==> config.mk <==
export PLATFORM = sky130hd
export DESIGN_NAME = iter_mul_unit_flat
export DESIGN_NICKNAME = d
export VERILOG_FILES = /design/src/rtl/iter_mul_unit_if.sv /design/src/rtl/iter_mul_unit.sv /design/src/flat_wrapper.sv
export SDC_FILE = /design/constraint.sdc
export NUM_CORES = 1
export LEC_CHECK = 0
export ABC_CLOCK_PERIOD_IN_PS = 5700
export CAP_MARGIN = 20
export CORE_AREA = 2 2 209 211
export DETAILED_ROUTE_END_ITERATION = 6
export DIE_AREA = 0 0 211 213
export PLACE_DENSITY = 0.79
export RECOVER_POWER = 50
export SKIP_CTS_REPAIR_TIMING = 1
export SYNTH_ARGS = -nofsm -noshare
export SYNTH_HDL_FRONTEND = slang
export SYNTH_SLANG_ARGS = --single-unit
export TNS_END_PERCENT = 50
==> constraint.sdc <==
create_clock -name i_clk -period 5.7 [get_ports i_clk]
set_input_delay 0.57 -clock i_clk [delete_from_list [all_inputs] [get_ports i_clk]]
set_output_delay 0.57 -clock i_clk [all_outputs]
set_load 0.02 [all_outputs]
==> src/rtl/iter_mul_unit_if.sv <==
// rtl/iter_mul_unit_if.sv - operand, control and result bundle for iter_mul_unit
//
// Purpose: groups the issue/result signals of the iterative multiplier so the
// controller (master) and the unit (slave) share one port.
// Signals:
//   start, flush             - issue a new operation / abort to idle
//   op_a, op_b               - multiplicand (Rn), multiplier (Rm)
//   acc_hi, acc_lo           - accumulate words (acc_hi used in long mode only)
//   is_signed, long_mode,
//   accumulate               - operation mode
//   busy, done               - operation in progress / one-cycle result strobe
//   result_lo, result_hi     - result words (result_hi is 0 in short mode)
//   flag_n, flag_z           - sign and zero of the selected result
interface iter_mul_unit_if #(
  parameter int WIDTH = 32
);
  logic             start;
  logic             flush;
  logic [WIDTH-1:0] op_a;
  logic [WIDTH-1:0] op_b;
  logic [WIDTH-1:0] acc_hi;
  logic [WIDTH-1:0] acc_lo;
  logic             is_signed;
  logic             long_mode;
  logic             accumulate;
  logic             busy;
  logic             done;
  logic [WIDTH-1:0] result_lo;
  logic [WIDTH-1:0] result_hi;
  logic             flag_n;
  logic             flag_z;

  modport master (
    output start, flush, op_a, op_b, acc_hi, acc_lo, is_signed, long_mode, accumulate,
    input  busy, done, result_lo, result_hi, flag_n, flag_z
  );

  modport slave (
    input  start, flush, op_a, op_b, acc_hi, acc_lo, is_signed, long_mode, accumulate,
    output busy, done, result_lo, result_hi, flag_n, flag_z
  );
endinterface

==> src/rtl/iter_mul_unit.sv <==
// rtl/iter_mul_unit.sv - iterative radix-2 MUL/MLA/UMULL/SMULL/UMLAL/SMLAL unit
//
// Purpose: shift-and-add multiplier, one multiplier bit per cycle, followed by a
// single fix-up cycle that applies the sign and the accumulator.
// Ports:
//   i_clk   - rising-edge clock
//   i_reset - asynchronous active-low reset
//   bus     - iter_mul_unit_if.slave (operands, mode, start/flush, results, flags)
// Parameters:
//   WIDTH   - operand width; long results are 2*WIDTH bits
//   CNT_W   - iteration counter width; 2**CNT_W must exceed WIDTH
// Optional feature macro: MUL_EARLY_TERM_EN
//   When defined, RUN ends as soon as the remaining multiplier bits are zero.
//   Result values are the same either way; only latency changes.
module iter_mul_unit #(
  parameter int WIDTH = 32,
  parameter int CNT_W = 6
) (
  input  logic           i_clk,
  input  logic           i_reset,
  iter_mul_unit_if.slave bus
);

  localparam int PW = 2 * WIDTH;

  typedef enum logic [1:0] {
    S_IDLE = 2'd0,
    S_RUN  = 2'd1,
    S_FIX  = 2'd2,
    S_DONE = 2'd3
  } state_t;

  state_t           r_state;
  state_t           w_next;

  logic [PW-1:0]    r_mcand;
  logic [PW-1:0]    r_prod;
  logic [WIDTH-1:0] r_mplier;
  logic [WIDTH-1:0] r_acc_hi;
  logic [WIDTH-1:0] r_acc_lo;
  logic             r_neg;
  logic             r_long;
  logic             r_accum;
  logic [CNT_W-1:0] r_cnt;

  logic [WIDTH-1:0] r_res_lo;
  logic [WIDTH-1:0] r_res_hi;
  logic             r_flag_n;
  logic             r_flag_z;

  logic             w_accept;
  logic             w_a_neg;
  logic             w_b_neg;
  logic [WIDTH-1:0] w_abs_a;
  logic [WIDTH-1:0] w_abs_b;
  logic             w_last;
  logic [PW-1:0]    w_signed_prod;
  logic [WIDTH-1:0] w_acc_hi_sel;
  logic [PW-1:0]    w_acc_ext;
  logic [PW-1:0]    w_final;

  // A new operation is only taken when the unit is free; flush wins over start.
  assign w_accept = bus.start && !bus.flush && (r_state == S_IDLE || r_state == S_DONE);

  // Magnitudes are formed modulo 2^WIDTH, so the most negative value maps to
  // 2^(WIDTH-1), which is its correct unsigned magnitude.
  assign w_a_neg = bus.is_signed && bus.op_a[WIDTH-1];
  assign w_b_neg = bus.is_signed && bus.op_b[WIDTH-1];
  assign w_abs_a = w_a_neg ? (WIDTH'(0) - bus.op_a) : bus.op_a;
  assign w_abs_b = w_b_neg ? (WIDTH'(0) - bus.op_b) : bus.op_b;

`ifdef MUL_EARLY_TERM_EN
  // Stop once no set multiplier bits remain after this step; the counter
  // still bounds the loop at WIDTH steps.
  assign w_last = (r_mplier[WIDTH-1:1] == '0) || (r_cnt == CNT_W'(WIDTH - 1));
`else
  assign w_last = (r_cnt == CNT_W'(WIDTH - 1));
`endif

  // Fix-up: apply sign to the magnitude product, then add the accumulator.
  assign w_signed_prod = r_neg ? (PW'(0) - r_prod) : r_prod;
  assign w_acc_hi_sel  = r_long ? r_acc_hi : '0;
  assign w_acc_ext     = r_accum ? {w_acc_hi_sel, r_acc_lo} : '0;
  assign w_final       = w_signed_prod + w_acc_ext;

  always_ff @(posedge i_clk or negedge i_reset) begin
    if (!i_reset) begin
      r_state <= S_IDLE;
    end else begin
      r_state <= w_next;
    end
  end

  always_comb begin
    w_next = r_state;
    if (bus.flush) begin
      w_next = S_IDLE;
    end else begin
      unique case (r_state)
        S_IDLE:  if (bus.start) w_next = S_RUN;
        S_RUN:   if (w_last)    w_next = S_FIX;
        S_FIX:   w_next = S_DONE;
        S_DONE:  w_next = bus.start ? S_RUN : S_IDLE;
        default: w_next = S_IDLE;
      endcase
    end
  end

  always_ff @(posedge i_clk or negedge i_reset) begin
    if (!i_reset) begin
      r_mcand  <= '0;
      r_prod   <= '0;
      r_mplier <= '0;
      r_acc_hi <= '0;
      r_acc_lo <= '0;
      r_neg    <= 1'b0;
      r_long   <= 1'b0;
      r_accum  <= 1'b0;
      r_cnt    <= '0;
      r_res_lo <= '0;
      r_res_hi <= '0;
      r_flag_n <= 1'b0;
      r_flag_z <= 1'b0;
    end else if (w_accept) begin
      r_mcand  <= {{WIDTH{1'b0}}, w_abs_a};
      r_mplier <= w_abs_b;
      r_prod   <= '0;
      r_neg    <= w_a_neg ^ w_b_neg;
      r_acc_hi <= bus.acc_hi;
      r_acc_lo <= bus.acc_lo;
      r_long   <= bus.long_mode;
      r_accum  <= bus.accumulate;
      r_cnt    <= '0;
    end else if (!bus.flush) begin
      if (r_state == S_RUN) begin
        if (r_mplier[0]) begin
          r_prod <= r_prod + r_mcand;
        end
        r_mcand  <= r_mcand << 1;
        r_mplier <= r_mplier >> 1;
        r_cnt    <= r_cnt + CNT_W'(1);
      end else if (r_state == S_FIX) begin
        // Short mode keeps only the low word; signedness cannot affect it.
        r_res_lo <= w_final[WIDTH-1:0];
        r_res_hi <= r_long ? w_final[PW-1:WIDTH] : '0;
        r_flag_n <= r_long ? w_final[PW-1] : w_final[WIDTH-1];
        r_flag_z <= r_long ? (w_final == '0) : (w_final[WIDTH-1:0] == '0);
      end
    end
  end

  // busy/done decode the state register only, so outputs stay registered.
  assign bus.busy      = (r_state == S_RUN) || (r_state == S_FIX);
  assign bus.done      = (r_state == S_DONE);
  assign bus.result_lo = r_res_lo;
  assign bus.result_hi = r_res_hi;
  assign bus.flag_n    = r_flag_n;
  assign bus.flag_z    = r_flag_z;

endmodule

==> src/flat_wrapper.sv <==
// flat-port wrapper written by rule: the top's interface ports become plain ports
module iter_mul_unit_flat 
#(
  parameter int WIDTH = 32,
  parameter int CNT_W = 6
)
  (i_clk, i_reset, bus_start, bus_flush, bus_op_a, bus_op_b, bus_acc_hi, bus_acc_lo, bus_is_signed, bus_long_mode, bus_accumulate, bus_busy, bus_done, bus_result_lo, bus_result_hi, bus_flag_n, bus_flag_z);
  iter_mul_unit_if #(.WIDTH(WIDTH)) bus_i ();
  input  logic i_clk;
  input  logic i_reset;
  input wire logic [$bits(bus_i.start)-1:0] bus_start;
  input wire logic [$bits(bus_i.flush)-1:0] bus_flush;
  input wire logic [$bits(bus_i.op_a)-1:0] bus_op_a;
  input wire logic [$bits(bus_i.op_b)-1:0] bus_op_b;
  input wire logic [$bits(bus_i.acc_hi)-1:0] bus_acc_hi;
  input wire logic [$bits(bus_i.acc_lo)-1:0] bus_acc_lo;
  input wire logic [$bits(bus_i.is_signed)-1:0] bus_is_signed;
  input wire logic [$bits(bus_i.long_mode)-1:0] bus_long_mode;
  input wire logic [$bits(bus_i.accumulate)-1:0] bus_accumulate;
  output wire logic [$bits(bus_i.busy)-1:0] bus_busy;
  output wire logic [$bits(bus_i.done)-1:0] bus_done;
  output wire logic [$bits(bus_i.result_lo)-1:0] bus_result_lo;
  output wire logic [$bits(bus_i.result_hi)-1:0] bus_result_hi;
  output wire logic [$bits(bus_i.flag_n)-1:0] bus_flag_n;
  output wire logic [$bits(bus_i.flag_z)-1:0] bus_flag_z;
  assign bus_i.start = bus_start;
  assign bus_i.flush = bus_flush;
  assign bus_i.op_a = bus_op_a;
  assign bus_i.op_b = bus_op_b;
  assign bus_i.acc_hi = bus_acc_hi;
  assign bus_i.acc_lo = bus_acc_lo;
  assign bus_i.is_signed = bus_is_signed;
  assign bus_i.long_mode = bus_long_mode;
  assign bus_i.accumulate = bus_accumulate;
  assign bus_busy = bus_i.busy;
  assign bus_done = bus_i.done;
  assign bus_result_lo = bus_i.result_lo;
  assign bus_result_hi = bus_i.result_hi;
  assign bus_flag_n = bus_i.flag_n;
  assign bus_flag_z = bus_i.flag_z;
  iter_mul_unit #(.WIDTH(WIDTH), .CNT_W(CNT_W)) u_core (.i_clk(i_clk), .i_reset(i_reset), .bus(bus_i));
endmodule
==> metrics.md <==
| Metric | Value |
|---|---|
| Status | finished, violations left |
| Failing checks | max-capacitance violations, max-slew violations |
| Crit-path cells | or4_4, or4_4, nor4_4, or2b_4, or3_1, nand2_1, xnor2_1, ha_1, a21oi_1, o21ai_0, a211oi_2, a211oi_2, or2_2, o2111a_1, a311oi_2, o21ai_1, nor4_2, nand4_1, nand2b_1 |
| Worst path max stage delay | ~570 ps |
| Final setup vio count | 0 |
| Asr flop ratio synth | 1.00 |
| DR vias/cell | 6.11 |
| Hold WC Path Type | reg2reg |
| Num CTS Buffers | 35 |
| Share of the synthesized area in the top cell type | 0.325 |
| Layout cells sized above 1 | 0.0656 |
| Post-Syn Area | ~0.023 mm^2 |
| Clk pwr share | 0.171 |
| Clock-pin transition on the worst setup and hold timing paths | 60 ps |
| Finished Core Util | 0.634 |
| Initial antenna violation count | 2 |
| Via Count | 22557 |
| Int Pwr | 7.35 mW |
| Number of synthesized flops with an enable pin | 0 |
| Setup WS pre-CTS | 53.8 ps |
| Max-Cap Viols | 2 |
| Pwr Density | 514 mW/mm^2 |
| H-tree Lvls | 2 |
| Max Slew Vio Count | between 100 and 150 |
| Max Fclk | ~0.18 GHz |
| Routability cong. | 0.960 |
| DRT Pass-1 Iters | 6 |
| Crit. End Element | register |
| Setup TNS | 0 ps |
| Area delta synth->final | 16.7% |
| Register share of total power | 0.257 |
| CTS Buffer Depth | 3 |
| Tot GR Track Use | 0.305 |
| Row cnt | 76 |
| Worst vdd ir | 0.235 mV |
| Required time worst endpoint | about 6200 ps |
| Post-route ant nets | 0 |
| Die area | 0.0449 mm^2 |
| Switching portion of total power | 0.471 |
| Leakage | 12.1 nW |
| Clk root buf | clkbuf_16 |
| I/O Buffers | a little over 200 |
| Crit path max-delay family | simple AND/OR/NAND/NOR gates |
| Crit Path Class | reg2reg |
| I/O Pins | approximately 200 |
| Detail Placement HPWL | between 50000 and 60000 um |
| Final period util | 0.953 |
| Final net count | 3389 |
| Drt total wl | 68900 um |
| Clock Skew | 20.7 ps |
| Hold Fails Final Rpt | 0 |
| CP bufs+invs | 0 |
| Mapped Avg Cell Area | between 7 and 8 um^2 |
| Min Tclk post-route | 5430 ps |
| Worst-Margin Slew | 4000 ps |
| Fillers | 3754 |
| Largest net degree at the start of global routing | ~160 |
| Gate power share | 0.571 |
| Startpoint class of the critical path | register |
| TritonCTS clock tree | built |
| DRC viols | 0 |
| Worst-path maximum fanout | 6 |
| Die span in y | 213 um |
| Synth warn | 0 |
| Skew-Pair Late Insertion Delay | 550 ps |
| Top FF cell, synth | dfrtp_1 |
| Main area contributors after synthesis | dfrtp_1 32%, nand2_1 10%, ha_1 7.3% |
| CP max stage cell | or4_4 |
| Core ar. | 0.0427 mm^2 |
| Netlist cell types | 86 |
| Register area share after synthesis | 0.325 |
| Synth area leader | dfrtp_1 |
| Synthesized flop and latch total | 301 |
| Commonest cells post-synth | 622 x nand2_1, 301 x dfrtp_1, 296 x a21oi_1 |
| Chip Width | 211 um |
| Routed wire per std cell | ~19 um |
| Count leader, synth | nand2_1 |
| Iteration-0 DRC Markers | 1913 |
| Clock Sinks | approximately 300 |
| Post-Syn Instances | around 3000 |
| CP arrival | 5920 ps |
| Switch Pwr | 6.55 mW |
| First-pass GRT wire length | 111000 um |
| Vias in the first global route | ~21000 |
| Max transition margin | -1.67 |
| Overflow after GRT | 0 |
| Setup ws final | 270 ps |
| Starting Density | 0.543 |
| Mapped Nets | 3266 |
| Final Power | 13.9 mW |
## stage by stage
stage / cell area, um^2 / hold WS (ps) / std cells
after floorplan: 23200 / 274 / 2994
after global placement: 25600 / 454 / 3619
after detailed placement: 25600 / 455 / 3619
after CTS: 26800 / -2.61 / 3681
after global routing: 27100 / 492 / 3688
final: 27100 / 468 / 3689
## cells in the final DEF (no fill, tap or decap), types with 30 or more instances in the layout
cell,n
nand2_1,620
dfrtp_1,300
a21oi_1,293
o21ai_0,231
clkdlybuf4s50_1,170
nor2_1,168
xnor2_1,141
ha_1,130
nand3_1,84
inv_1,61
xor2_1,61
nand4_1,57
a21o_1,56
and3_1,49
buf_4,45
nor3_1,43
and2_1,43
clkbuf_16,37
or3_1,34
dlygate4sd3_1,31
o31ai_1,30
## kinds of logic after synthesis
family,count (synthesis),share of synthesized area
AOI/OAI and AO/OA,868,0.229
buffers and inverters,226,0.0372
and+or+nand+nor,1239,0.248
muxes,21,0.00976
DFF,301,0.325
xor gates and xnor gates,202,0.0763
adders and majority gates,137,0.0746
## worst paths after layout
path | start | to | slack [ps] | depth (start not counted)
worst max-delay path | u_core.r_prod[13] | u_core.bus.flag_z | 270 | 19
worst min register to register | u_core.r_acc_lo[17] | u_core.r_acc_lo[17] | 470 | 2
max in group asynchronous | i_reset | u_core.bus.result_hi[8] | 980 | 2
worst max register to register | u_core.r_prod[13] | u_core.bus.flag_z | 270 | 19
worst min-delay path | u_core.r_acc_lo[17] | u_core.r_acc_lo[17] | 470 | 2
min in group asynchronous | i_reset | u_core.r_mcand[1] | 1420 | 1
## power groups by stage
| stage | clock network (mW) | registers, mW | logic [mW] |
|---|---|---|---|
| final | 2.38 | 3.58 | 7.94 |
| after floorplan | 0 | 3.49 | 5.43 |
| after global placement | 0 | 3.54 | 7.55 |
| after detailed placement | 0 | 3.58 | 7.70 |
| after global routing | 2.51 | 3.67 | 8.75 |
| after CTS | 2.42 | 3.55 | 7.74 |
## per-layer routing
| metal | track usage | wire length (um) | share of wire | vias to the layer above |
|---|---|---|---|---|
| met4 | 0.0877 | 1840 | 0.027 | 0 |
| met3 | 0.0369 | 4490 | 0.065 | 124 |
| li1 | - | - | - | 10924 |
| met5 | 0 | 0 | 0 | - |
| met2 | 0.482 | 30600 | 0.44 | 766 |
| met1 | 0.440 | 32000 | 0.46 | 10743 |
## layout make-up
cell class                 count  area (um^2)  share of cell area
clock inverter                16          224             0.00827
clock buffer                  46          990              0.0366
inverter                      62          233             0.00860
tap                          546          683              0.0252
timing repair buffer         250         2390              0.0883
antenna                        1         2.50           0.0000924
multi-input combinational   2467        15000               0.555
sequential                   301         7530               0.278
## registers in the layout, summed over array words and instances (netlist names)
name and cells:
u_core.r_neg 1, u_core.bus.result_hi 32, u_core.r_prod 64, u_core.r_mplier 32
u_core.bus.flag_n 1, u_core.r_cnt 6, u_core.r_long 1, u_core.bus.flag_z 1
u_core.bus.result_lo 32, u_core.r_acc_hi 32, u_core.r_accum 1, u_core.r_state 2
u_core.r_mcand 64, u_core.r_acc_lo 32
## worst reg2reg max path, stage by stage (launching register included)
cell	delay, ps
dfrtp_1	430
or4_4	570
or4_4	470
nor4_4	350
or2b_4	350
or3_1	350
nand2_1	110
xnor2_1	80
ha_1	210
a21oi_1	330
o21ai_0	260
a211oi_2	260
a211oi_2	120
or2_2	330
o2111a_1	270
a311oi_2	270
o21ai_1	140
nor4_2	290
nand4_1	120
nand2b_1	90
Power figures use the tool's default switching activity.
